**config.mk**
```make
export PLATFORM = sky130hd
export DESIGN_NAME = load_store_unit
export DESIGN_NICKNAME = d
export VERILOG_FILES = /design/src/rtl/lsu_pkg.sv /design/src/rtl/lsu_align.sv /design/src/rtl/load_store_unit.sv
export SDC_FILE = /design/constraint.sdc
export NUM_CORES = 1
export LEC_CHECK = 0
export ABC_AREA = 1
export ABC_CLOCK_PERIOD_IN_PS = 2100
export CAP_MARGIN = 10
export CORE_UTILIZATION = 38
export CTS_BUF_LIST = sky130_fd_sc_hd__clkbuf_16
export CTS_CLUSTER_DIAMETER = 60
export DETAILED_ROUTE_END_ITERATION = 10
export MAX_ROUTING_LAYER = met4
export PLACE_DENSITY = 0.78
export SYNTH_ARGS = -nofsm -noshare
export SYNTH_HDL_FRONTEND = slang
export SYNTH_SLANG_ARGS = --single-unit
```
**constraint.sdc**
```tcl
create_clock -name clk -period 2.1 [get_ports clk]
set_clock_uncertainty 0.2 [all_clocks]
set_input_delay 0.315 -clock clk [delete_from_list [all_inputs] [get_ports clk]]
set_output_delay 0.315 -clock clk [all_outputs]
set_load 0.02 [all_outputs]
```
**src/rtl/lsu_pkg.sv**
```systemverilog
// ============================================================================
// lsu_pkg : shared types and decode helpers for the load/store unit
// Rev 1.0 : initial release
// ============================================================================
`default_nettype none

package lsu_pkg;

    typedef enum logic [2:0] {
        S_IDLE   = 3'd0,
        S_WR     = 3'd1,
        S_RD     = 3'd2,
        S_RESP   = 3'd3,
        S_RMW_RD = 3'd4,
        S_MERGE  = 3'd5
    } lsu_state_t;

    typedef enum logic [1:0] {
        W_BYTE = 2'd0,
        W_HALF = 2'd1,
        W_WORD = 2'd2
    } lsu_width_t;

    localparam logic [2:0] C_F3_LB      = 3'b000;
    localparam logic [2:0] C_F3_LH      = 3'b001;
    localparam int         C_F3_UNS_BIT = 2;

    function automatic lsu_width_t funct3_width(input logic [2:0] funct3);
        lsu_width_t w;
        if (funct3[1:0] == C_F3_LB[1:0]) begin
            w = W_BYTE;
        end else if (funct3[1:0] == C_F3_LH[1:0]) begin
            w = W_HALF;
        end else begin
            w = W_WORD;
        end
        return w;
    endfunction

endpackage

`default_nettype wire

```
**src/rtl/lsu_align.sv**
```systemverilog
// ============================================================================
// lsu_align : lane extract with sign/zero extension, and sub-word merge
// Rev 1.0 : initial release
// ============================================================================
`default_nettype none

module lsu_align
    import lsu_pkg::*;
(
    input  lsu_width_t  i_width,
    input  logic        i_unsigned,
    input  logic [1:0]  i_lane,
    input  logic [31:0] i_word,
    input  logic [31:0] i_wdata,
    output logic [31:0] o_load,
    output logic [31:0] o_merged
);

    logic [7:0]  w_byte;
    logic [15:0] w_half;

    always_comb begin
        // Halfword lane uses only lane[1], so an odd half address folds down.
        w_byte   = i_word[{i_lane, 3'b000} +: 8];
        w_half   = i_word[{i_lane[1], 4'b0000} +: 16];
        o_load   = i_word;
        o_merged = i_wdata;
        case (i_width)
            W_BYTE: begin
                o_load   = {{24{~i_unsigned & w_byte[7]}}, w_byte};
                o_merged = i_word;
                o_merged[{i_lane, 3'b000} +: 8] = i_wdata[7:0];
            end
            W_HALF: begin
                o_load   = {{16{~i_unsigned & w_half[15]}}, w_half};
                o_merged = i_word;
                o_merged[{i_lane[1], 4'b0000} +: 16] = i_wdata[15:0];
            end
            default: ;
        endcase
    end

endmodule

`default_nettype wire

```
**src/rtl/load_store_unit.sv**
```systemverilog
// ============================================================================
// load_store_unit : RV32I MEM-stage initiator for a word-wide data RAM
// Optional feature: define LSU_MISALIGN_TRAP_EN to reject misaligned requests
// Rev 1.0 : initial release
// ============================================================================
`default_nettype none

module load_store_unit
    import lsu_pkg::*;
#(
    parameter int ADDR_W = 12
) (
    input  logic              clk,
    input  logic              rst_n,
    input  logic              req_valid,
    input  logic              req_store,
    input  logic [2:0]        req_funct3,
    input  logic [31:0]       req_addr,
    input  logic [31:0]       req_wdata,
    output logic              stall,
    output logic              load_valid,
    output logic [31:0]       load_data,
    output logic              misaligned,
    output logic [ADDR_W-1:0] data_memory_address,
    output logic [31:0]       data_memory_data_in,
    output logic              store,
    output logic              load,
    input  logic [31:0]       data_memory_data_out
);

    lsu_state_t        state_q, state_d;
    logic [ADDR_W-1:0] addr_q, addr_d;
    logic [1:0]        lane_q, lane_d;
    lsu_width_t        width_q, width_d;
    logic              uns_q, uns_d;
    logic [31:0]       wdata_q, wdata_d;

    lsu_width_t        w_req_width;
    logic              w_mis;
    logic              w_accept;
    logic [31:0]       w_load_ext;
    logic [31:0]       w_merged;
    logic [31:0]       w_unused_load_merge;
    logic [31:0]       w_unused_merge_load;
    logic              w_unused_addr_hi;

    assign w_req_width      = funct3_width(req_funct3);
    assign w_unused_addr_hi = ^req_addr[31:ADDR_W+2];

    always_comb begin
        w_mis = 1'b0;
`ifdef LSU_MISALIGN_TRAP_EN
        w_mis = ((w_req_width == W_HALF) && req_addr[0]) ||
                ((w_req_width == W_WORD) && (req_addr[1:0] != 2'b00));
`endif
    end

    assign w_accept = (state_q == S_IDLE) && req_valid && !w_mis;

    lsu_align u_load_align (
        .i_width    (width_q),
        .i_unsigned (uns_q),
        .i_lane     (lane_q),
        .i_word     (data_memory_data_out),
        .i_wdata    (32'h0),
        .o_load     (w_load_ext),
        .o_merged   (w_unused_load_merge)
    );

    lsu_align u_merge_align (
        .i_width    (width_q),
        .i_unsigned (uns_q),
        .i_lane     (lane_q),
        .i_word     (data_memory_data_out),
        .i_wdata    (wdata_q),
        .o_load     (w_unused_merge_load),
        .o_merged   (w_merged)
    );

    // RAM-facing ports come only from buffered state, never from req_*.
    assign data_memory_address = addr_q;
    assign data_memory_data_in = wdata_q;

    always_comb begin
        state_d    = state_q;
        addr_d     = addr_q;
        lane_d     = lane_q;
        width_d    = width_q;
        uns_d      = uns_q;
        wdata_d    = wdata_q;
        stall      = 1'b0;
        load       = 1'b0;
        store      = 1'b0;
        load_valid = 1'b0;
        load_data  = 32'h0;
        misaligned = 1'b0;
        case (state_q)
            S_IDLE: begin
                misaligned = req_valid && w_mis;
                stall      = w_accept;
                if (w_accept) begin
                    addr_d  = req_addr[ADDR_W+1:2];
                    lane_d  = req_addr[1:0];
                    width_d = w_req_width;
                    uns_d   = req_funct3[C_F3_UNS_BIT];
                    wdata_d = req_wdata;
                    if (!req_store) begin
                        state_d = S_RD;
                    end else if (w_req_width == W_WORD) begin
                        state_d = S_WR;
                    end else begin
                        state_d = S_RMW_RD;
                    end
                end
            end
            S_WR: begin
                store   = 1'b1;
                state_d = S_IDLE;
            end
            S_RD: begin
                load    = 1'b1;
                stall   = 1'b1;
                state_d = S_RESP;
            end
            S_RESP: begin
                load_valid = 1'b1;
                load_data  = w_load_ext;
                state_d    = S_IDLE;
            end
            S_RMW_RD: begin
                load    = 1'b1;
                stall   = 1'b1;
                state_d = S_MERGE;
            end
            S_MERGE: begin
                stall   = 1'b1;
                wdata_d = w_merged;
                state_d = S_WR;
            end
            default: state_d = S_IDLE;
        endcase
    end

    always_ff @(posedge clk) begin
        if (!rst_n) begin
            state_q <= S_IDLE;
            addr_q  <= '0;
            lane_q  <= 2'b00;
            width_q <= W_BYTE;
            uns_q   <= 1'b0;
            wdata_q <= 32'h0;
        end else begin
            state_q <= state_d;
            addr_q  <= addr_d;
            lane_q  <= lane_d;
            width_q <= width_d;
            uns_q   <= uns_d;
            wdata_q <= wdata_d;
        end
    end

endmodule

`default_nettype wire
```
# After elaboration in Yosys (flattened, before gate mapping)

Cells that the tools add are included.

Shift operators: 6
$add $sub $neg: 2
Bitwise operators: 3
Equal/unequal tests: 10
Mux-type cells: 17
Reductions and logical operators: 9

Operators by type and width:

| operator                                                                | number |
|---|---|
| 32-bit case mux with 2 select lines                                     | 3 |
| 32-bit bitwise mux                                                      | 2 |
| 32-bit 2-to-1 mux                                                       | 2 |
| 16-bit by 7-bit variable shift with 32-bit output, first input constant | 1 |
| 8-bit by 7-bit variable shift with 32-bit output, first input constant  | 1 |
| 16-bit by 7-bit variable part select with 32-bit output                 | 1 |
| 32-bit by 6-bit variable part select with 16-bit output                 | 1 |
| 32-bit by 6-bit variable part select with 8-bit output                  | 1 |
| 8-bit by 7-bit variable part select with 32-bit output                  | 1 |
| 5-bit negation with 7-bit output                                        | 2 |
| 3-bit case mux with 4 select lines                                      | 1 |
| 3-bit 2-to-1 mux                                                        | 3 |
| 3-bit by 2-bit equality test with 1-bit output, second input constant   | 2 |
| 3-bit equality test, second input constant                              | 2 |
| 2-bit by 1-bit equality test with 1-bit output, second input constant   | 2 |
| 2-bit zero test                                                         | 2 |
| 2-bit 2-to-1 mux                                                        | 2 |
| 3-bit by 1-bit equality test with 1-bit output, second input constant   | 1 |
| 3-bit zero test                                                         | 1 |
| 1-bit 2-to-1 mux                                                        | 3 |
| 3-bit by 1-bit inequality test with 1-bit output, second input constant | 1 |
| 3-bit AND reduction                                                     | 1 |
| 3-bit OR reduction                                                      | 1 |
| 1-bit AND                                                               | 2 |
| other kinds (8)                                                         | 8 |

Register bits: 52
Output and inout port bits: 81
Word-level logic and storage cells: 53

# Longest topological paths before layout

Gate-level depths: netlist of run 1.

Depth after elaboration: 8
Mapped depth: 11
Depth with buffers taken out: 9

# Modules after synthesis

From an unflattened synthesis of run 1, not the netlist that was laid out.

Cell total of the unflattened synthesis: 1330
Area total of the unflattened synthesis: 6772.7 sq um

By module, submodules not included:

| module                     | cells an instance | area an instance (sq um) | sequential area each (sq um) | times used |
|---|---|---|---|---|
| load_store_unit            | 492               | 3020.4                   | 1041.0                       | 1 |
| lsu_align at u_load_align  | 431               | 1884.3                   | 0.0                          | 1 |
| lsu_align at u_merge_align | 407               | 1868.0                   | 0.0                          | 1 |

# Least setup slack after synthesis of run 1

OpenSTA, ideal clock, no wires.

Path kind: register -> output
From: register lane_q[1]
To: output load_data[10]
Stages on the path, launching flop included: 7
Buffers on the path: 2
Setup slack: 79 ps
Arrival time: 1506 ps
Required time: 1585 ps
Cell sequence: dfxtp_1 buf_2 buf_2 nand2_1 o21a_1 or2_2 a21oi_1

Longest elaborated chain between the ends: 4

RTL lines:

| item                                                   | RTL line               | source |
|---|---|---|
| start, declared                                        | load_store_unit.sv:33  | `logic [1:0] lane_q, lane_d;` |
| start signal, assigned                                 | load_store_unit.sv:155 | `lane_q <= lane_d;` |
| 32-bit by 6-bit variable part select with 8-bit output | -                      |  |
| 1-bit AND                                              | -                      |  |
| 32-bit case mux with 2 select lines *                  | lsu_align.sv:28        | `case (i_width)` |
| 32-bit 2-to-1 mux *                                    | load_store_unit.sv:97  | `case (state_q)` |
| end, declared                                          | load_store_unit.sv:22  | `output logic [31:0] load_data,` |

Every way passes the cells marked *; elsewhere a longest branch is shown, timed or not.

# Final worst setup path of run 1

Ends and elaborated chain as after synthesis.

==> results of run 1 <==
## routing by layer
| layer | wire, µm | up-vias | share of wire, % |
|---|---|---|---|
| li1 | - | 2606 | - |
| met1 | 7012 | 2475 | 42 |
| met2 | 7947 | 327 | 47 |
| met3 | 1421 | 45 | 8.4 |
| met4 | 484 | 0 | 2.9 |
| met5 | 0 | - | 0 |
## flip-flops by register name, indices dropped and copies added (netlist names)
register,flops
uns_q,1
lane_q,2
width_q,2
data_memory_data_in,32
data_memory_address,12
state_q,3
## worst register-to-register path, delay by kind of cell, from the launching register on
kind / cells / cell delay [ns]
buffers and inverters: 6 / 0.66
DFF: 1 / 0.36
and+or+nand+nor: 4 / 0.33
adders and majority gates: 1 / 0.28
AOI/OAI and AO/OA: 1 / 0.17
## power groups by stage
stage / combinational (µW) / sequential, µW / clock [µW]
CTS: 1730 / 1200 / 826
detailed placement: 1570 / 1220 / 0
global placement: 1540 / 1210 / 0
global route: 2040 / 1210 / 870
floorplan: 665 / 1330 / 0
finish: 1910 / 1200 / 815
## cell usage in the layout (no fill, tap or decap), types with 4 or more instances in the layout
cell and n:
nand2_1 154, clkdlybuf4s50_1 123, nor2_1 88, buf_4 85, o21ai_0 77, inv_1 64
dfxtp_1 51, buf_6 32, nand3_1 30, a21oi_1 29, nor2_4 13, o22ai_1 13
nand2_2 11, a21oi_2 11, inv_2 8, a22oi_1 8, dlygate4sd2_1 8, clkbuf_16 7
nor2_2 6, o221ai_2 6, buf_12 6, nand3_4 5, o21a_1 5, or2_2 5
o21ai_1 5, nand3_2 5, a21boi_0 5, nand2_4 4
## cells by family after synthesis
logic type	count (synthesis)	synth area share [%]
flip-flops	52	26.68
adder cells (fa/ha/maj)	5	1.603
other	1	0.09609
AND/OR/NAND/NOR	326	35.40
buffers and inverters	112	12.34
AO/OA/AOI/OAI	167	23.89
## worst max path at each step
stage               depth (start not counted)            end  slack (ns)                    start
floorplan                                   6  load_data[10]        0.08                lane_q[1]
global placement                           10  load_data[20]       -0.87  data_memory_data_out[7]
detailed placement                         10  load_data[22]       -0.90  data_memory_data_out[7]
CTS                                         7  load_data[10]       -0.15                lane_q[1]
global route                                9  load_data[17]       -0.27                lane_q[1]
finish                                      7  load_data[10]       -0.22                lane_q[1]
## per-stage QoR
stage | util (%) | hold slack (ns) | worst slack, ns
global route | 70.09 | 0.2718 | -0.2660
floorplan | - | 0.2574 | 0.07947
finish | 70.12 | 0.2474 | -0.2155
CTS | 66.44 | 0.2500 | -0.1496
global placement | 62.28 | 0.2298 | -0.8747
detailed placement | 62.28 | 0.2398 | -0.8965
## final cells by class
type / count / area [µm²] / share of cell area (%)
Multi-Input combinational cell: 501 / 2745 / 39.69
Timing Repair Buffer: 259 / 2530 / 36.58
Sequential cell: 52 / 1045 / 15.10
Inverter: 73 / 282.8 / 4.088
Tap cell: 133 / 166.4 / 2.406
Clock buffer: 5 / 125.1 / 1.809
Clock inverter: 3 / 15.01 / 0.2171
Timing Repair inverter: 1 / 5.005 / 0.07236
Antenna cell: 1 / 2.502 / 0.03618
## repair_timing
item / 4_1_cts / 5_1_grt
gates cloned: 3 / 3
setup endpoints to repair: 60 / 60
buffers inserted: 7 / 8
resized for setup: 235 / 72
pin swaps: 12 / 19
==> results.toml, run 1 <==
[run_status]
status = "finished, violations left"
violations = "setup timing"

[pwr]
p_per_area_nw_per_um2 = 568.1
p_int_uw = 2439
seqPwrFrac_pct = 30.6
switchingPower_uw = 1490
vdd_ir_drop_max_mv = 0.4291
clock_power_share_pct = 20.8
p_leak_uw = 0.003075
swShare_pct = 37.92
p_comb_share_pct = 48.6
power_uw = 3929

[final_layout]
drive_above_1_share_pct = 24.83
fillers = 794
final_design_area_no_fill_um2 = 6917
nNetsFinal = 1001
final_cell_count_no_fill = 1028
area_growth_pct = 77.24

[min_path]
whs_endpoint = "data_memory_address[1]"
worstHoldPathCells = 2
hold_path.class = "flip-flop to flip-flop"
hp-start = "data_memory_address[1]"

[synth]
synth.cell_area_um2 = 3902
synth_top_area_cell = "dfxtp_1"
ys.flop_type = "dfxtp_1"
synth_nets = 771
synth_top_area_share_pct = 26.68
ys_ff_latch = 52
synthCells = 663
synth-edff-count = 0
avgSynthCellArea_um2 = 5.886
synth_seq_area_share_pct = 26.68
post-synth-top-count-cell = "nand2_1"
yosys-top-cells-area = "dfxtp_1 27%, nand2_1 16%, o21ai_0 11%, nor2_1 9.9%, inv_1 7.0%"
synth_warnings = 0
synthTopCellsByCount = "166 x nand2_1, 103 x nor2_1, 82 x o21ai_0"
synthArstFlopShare_pct = 0
ys_types = 30

[setup_path]
path_max_fanout = 15
crit_path_end_kind = "output pin"
arrival_ns = 1.80
ff2ff_path_depth = 12
cp_top_family = "buffers and inverters"
crit_chain = "buf_12, buf_12, nand2_1, o21a_1, or2_2, a21oi_1, buf_4"
criticalPathCategory = "flip-flop to output pin"
r2r-start = "lane_q[1]"
cpMostUsedCell = "buf_12"
r2r_end = "data_memory_data_in[16]"
r2r_slack_ns = 0.05
path_buf_inv = 3
start_kind = "flip-flop"
max_stage_delay_ns = 0.36
critPathRequiredTime_ns = 1.58
cp_slowest_cell = "dfxtp_4"

[clock_tree]
cts_max_level = 2
cts_hold_buffers = 0
cts.sinks = 52
cts_root_buffer = "clkbuf_16"
cts_max_path_buffers = 2
cts_buffers = 5
clkTransAtPathRegs_ns = 0.07
clkLatencyLatePin_ns = 0.30
cts_tree = "built"

[sta]
drv_slew = 0
rsz0062_at_grt = "yes"
finalCritPeriodShare_pct = 110.3
finalHoldViolCount = 0
postLayoutSetupSlackWorst_ns = -0.2155
finalSetupTns_ns = -4.372
finalSetupViolCount = 32
fmax_mhz = 431.9
fin_crit_ns = 2.316

[floorplanning]
die_w_um = 103.3
ioPinCount = 184
dieArea_um2 = 10680
core_um2 = 9864
die_h_um = 103.3
start_util_pct = 39.56
rows = 36

[global_route]
grt-ovfl-total = 0
antenna_found_initial = 0
grt_start_max_net_pins = 47
grtUsageMet3_pct = 4.167
grt_usage_pct = 30.84
grt_use_met2_pct = 50.99
grt_pass1_vias = 5037
busiest_layer = "met2"
grt_pass1_wl_um = 24540
use_met1_pct = 38.02

[drt]
drc = 0
via_count = 5453
routed_wl_um = 16870
via_per_inst = 5.304
dr.pass1.iters = 7
ant_nets = 0
drt_iter0_drc = 423
detail_route.wl_per_cell_um = 16.41

[place]
place_congestion = 0.9662
io_buffers = 164
placed_area_um2 = 6143
dpl.hpwl_um = 11850
dp.cells = 998

[flow_run]
cap_violations = 0
(Power assumes the default switching activity.)
==> inputs of run 2 (changes only) <==
ABC_CLOCK_PERIOD_IN_PS = 2370   (was 2100)
CORE_UTILIZATION = 49   (was 38)
CTS_CLUSTER_DIAMETER = 30   (was 60)
PLACE_DENSITY = 0.81   (was 0.78)
SYNTH_HIERARCHICAL = 1   (was default)
clock period = 2.37 ns   (was 2.1 ns; I/O delays follow)
==> results.toml, run 2 <==
[run_status]
status = "completed"

[clock_tree]
cts_hold_buffers = 0
cts.sinks = 52
cts_buffers = 5
cts_max_level = 2
cts_root_buffer = "clkbuf_16"
clkLatencyLatePin_ns = 0.30
cts_max_path_buffers = 2
cts_setup_buffers = 0
cts_tree = "built"
clkTransAtPathRegs_ns = 0.07

[synth]
synth_nets = 1057
synth.cell_area_um2 = 5071
synth_warnings = 6
synthCells = 949
avgSynthCellArea_um2 = 5.344

[global_route]
antenna_found_initial = 0
grtUsageMet3_pct = 4.279
grt_use_met2_pct = 49.28
grt_pass1_vias = 5687
grt-ovfl-total = 0
grt_pass1_wl_um = 28610
grt_start_max_net_pins = 65
use_met1_pct = 47.32
grt_usage_pct = 33.30
busiest_layer = "met2"

[sta]
finalCritPeriodShare_pct = 95.41
hold_slack_ns = 0.2677
finalSetupViolCount = 0
fin_crit_ns = 2.261
drv_slew = 0
finalHoldViolCount = 0
fmax_mhz = 442.2

[final_layout]
diodes = 0
final_cell_count_no_fill = 1256
final_design_area_no_fill_um2 = 7132
fin_util_pct = 71.97
drive_above_1_share_pct = 13.62
final_cell_mix = "339 x nand2_1, 143 x nor2_1, 129 x clkdlybuf4s50_1"
mostFrequentLayoutCell = "nand2_1"
nNetsFinal = 1232
area_growth_pct = 40.64
largest_reg_flops = 32

[drt]
drt_iter0_drc = 585
via_per_inst = 5.121
routed_wl_um = 17410
detail_route.wl_per_cell_um = 13.86
ant_nets = 0
dr.pass1.iters = 6
drc = 0
via_count = 6432

[place]
place_congestion = 0.9804
io_buffers = 164
dpl.hpwl_um = 12900
placed_area_um2 = 7078
dp.cells = 1250

[setup_path]
start_kind = "input port"
crit_path_start = "data_memory_data_out[31]"
arrival_ns = 1.71
ff2ff_path_depth = 14
criticalPathCategory = "input port to output pin"
path_max_fanout = 24
r2r-start = "lane_q[1]"
r2r_end = "data_memory_data_in[25]"
endpoint = "load_data[8]"
critPathRequiredTime_ns = 1.81
crit_path_end_kind = "output pin"
r2r_slack_ns = 0.16

[pwr]
p_per_area_nw_per_um2 = 501.2
clock_power_share_pct = 22.8
p_comb_share_pct = 46.6
switchingPower_uw = 1395
seqPwrFrac_pct = 30.6
p_int_uw = 2180
vdd_ir_drop_max_mv = 0.3768
p_leak_uw = 0.003711
swShare_pct = 39.02

[floorplanning]
start_util_pct = 51.17
die_h_um = 103.7
core_um2 = 9910
dieArea_um2 = 10760
ioPinCount = 184
die_w_um = 103.7
rows = 36

[min_path]
hold_path.class = "flip-flop to flip-flop"

[flow_run]
cap_violations = 0
[run 2: power by group through the flow]
| stage | registers [µW] | logic, µW | clock network [µW] |
|---|---|---|---|
| final | 1090 | 1670 | 816 |
| after global placement | 1110 | 1620 | 0 |
| after floorplan | 1190 | 878 | 0 |
| after global routing | 1100 | 1840 | 847 |
| after CTS | 1090 | 1640 | 821 |
| after detailed placement | 1110 | 1640 | 0 |
[run 2: worst min path at each step]
stage | from | to | slack, ns | cells after the start
after CTS | data_memory_address[8] | data_memory_address[8] | 0.26 | 2
after floorplan | uns_q | uns_q | 0.24 | 2
after global placement | data_memory_address[6] | data_memory_address[6] | 0.25 | 2
after detailed placement | data_memory_address[1] | data_memory_address[1] | 0.26 | 2
final | data_memory_address[2] | data_memory_address[2] | 0.27 | 2
after global routing | data_memory_address[1] | data_memory_address[1] | 0.29 | 2
[run 2: per-layer routing]
layer / up-vias / routed length, µm
met5: - / 0
met4: 0 / 318
met3: 30 / 1664
met2: 346 / 7371
met1: 2795 / 8053
li1: 3261 / -
[run 2: cell type report]
class,instances,area (µm²)
repair buffers,234,2118
inverters,133,504.2
flip-flops and latches,52,1049
fillers,969,2778
clock buffers,5,125.1
clock inverters,1,30.03
well taps,133,166.4
multi-input cells,698,3139
[run 2: metrics by stage]
step	setup WS [ns]	setup TNS, ns	total power, µW
2_1_floorplan	0.2227	0	2065
3_3_place_gp	-0.3663	-9.527	2730
3_5_place_dp	-0.3863	-9.806	2747
4_1_cts	0.006214	0	3555
5_1_grt	-0.003633	-0.003633	3792
6_report	0.1088	0	3575
[run 2: what timing repair did]
item                       in CTS  in global routing
resized for setup             105                 42
setup endpoints to repair      37                 48
pin swaps                       0                  1
[run 2: worst max-delay path: stages]
cell,delay (ns)
clkdlybuf4s50_1,0.49
nand2_1,0.08
nand3_1,0.11
nand4_2,0.11
buf_12,0.18
nand3_1,0.07
inv_1,0.04
nor2_1,0.11
buf_4,0.16
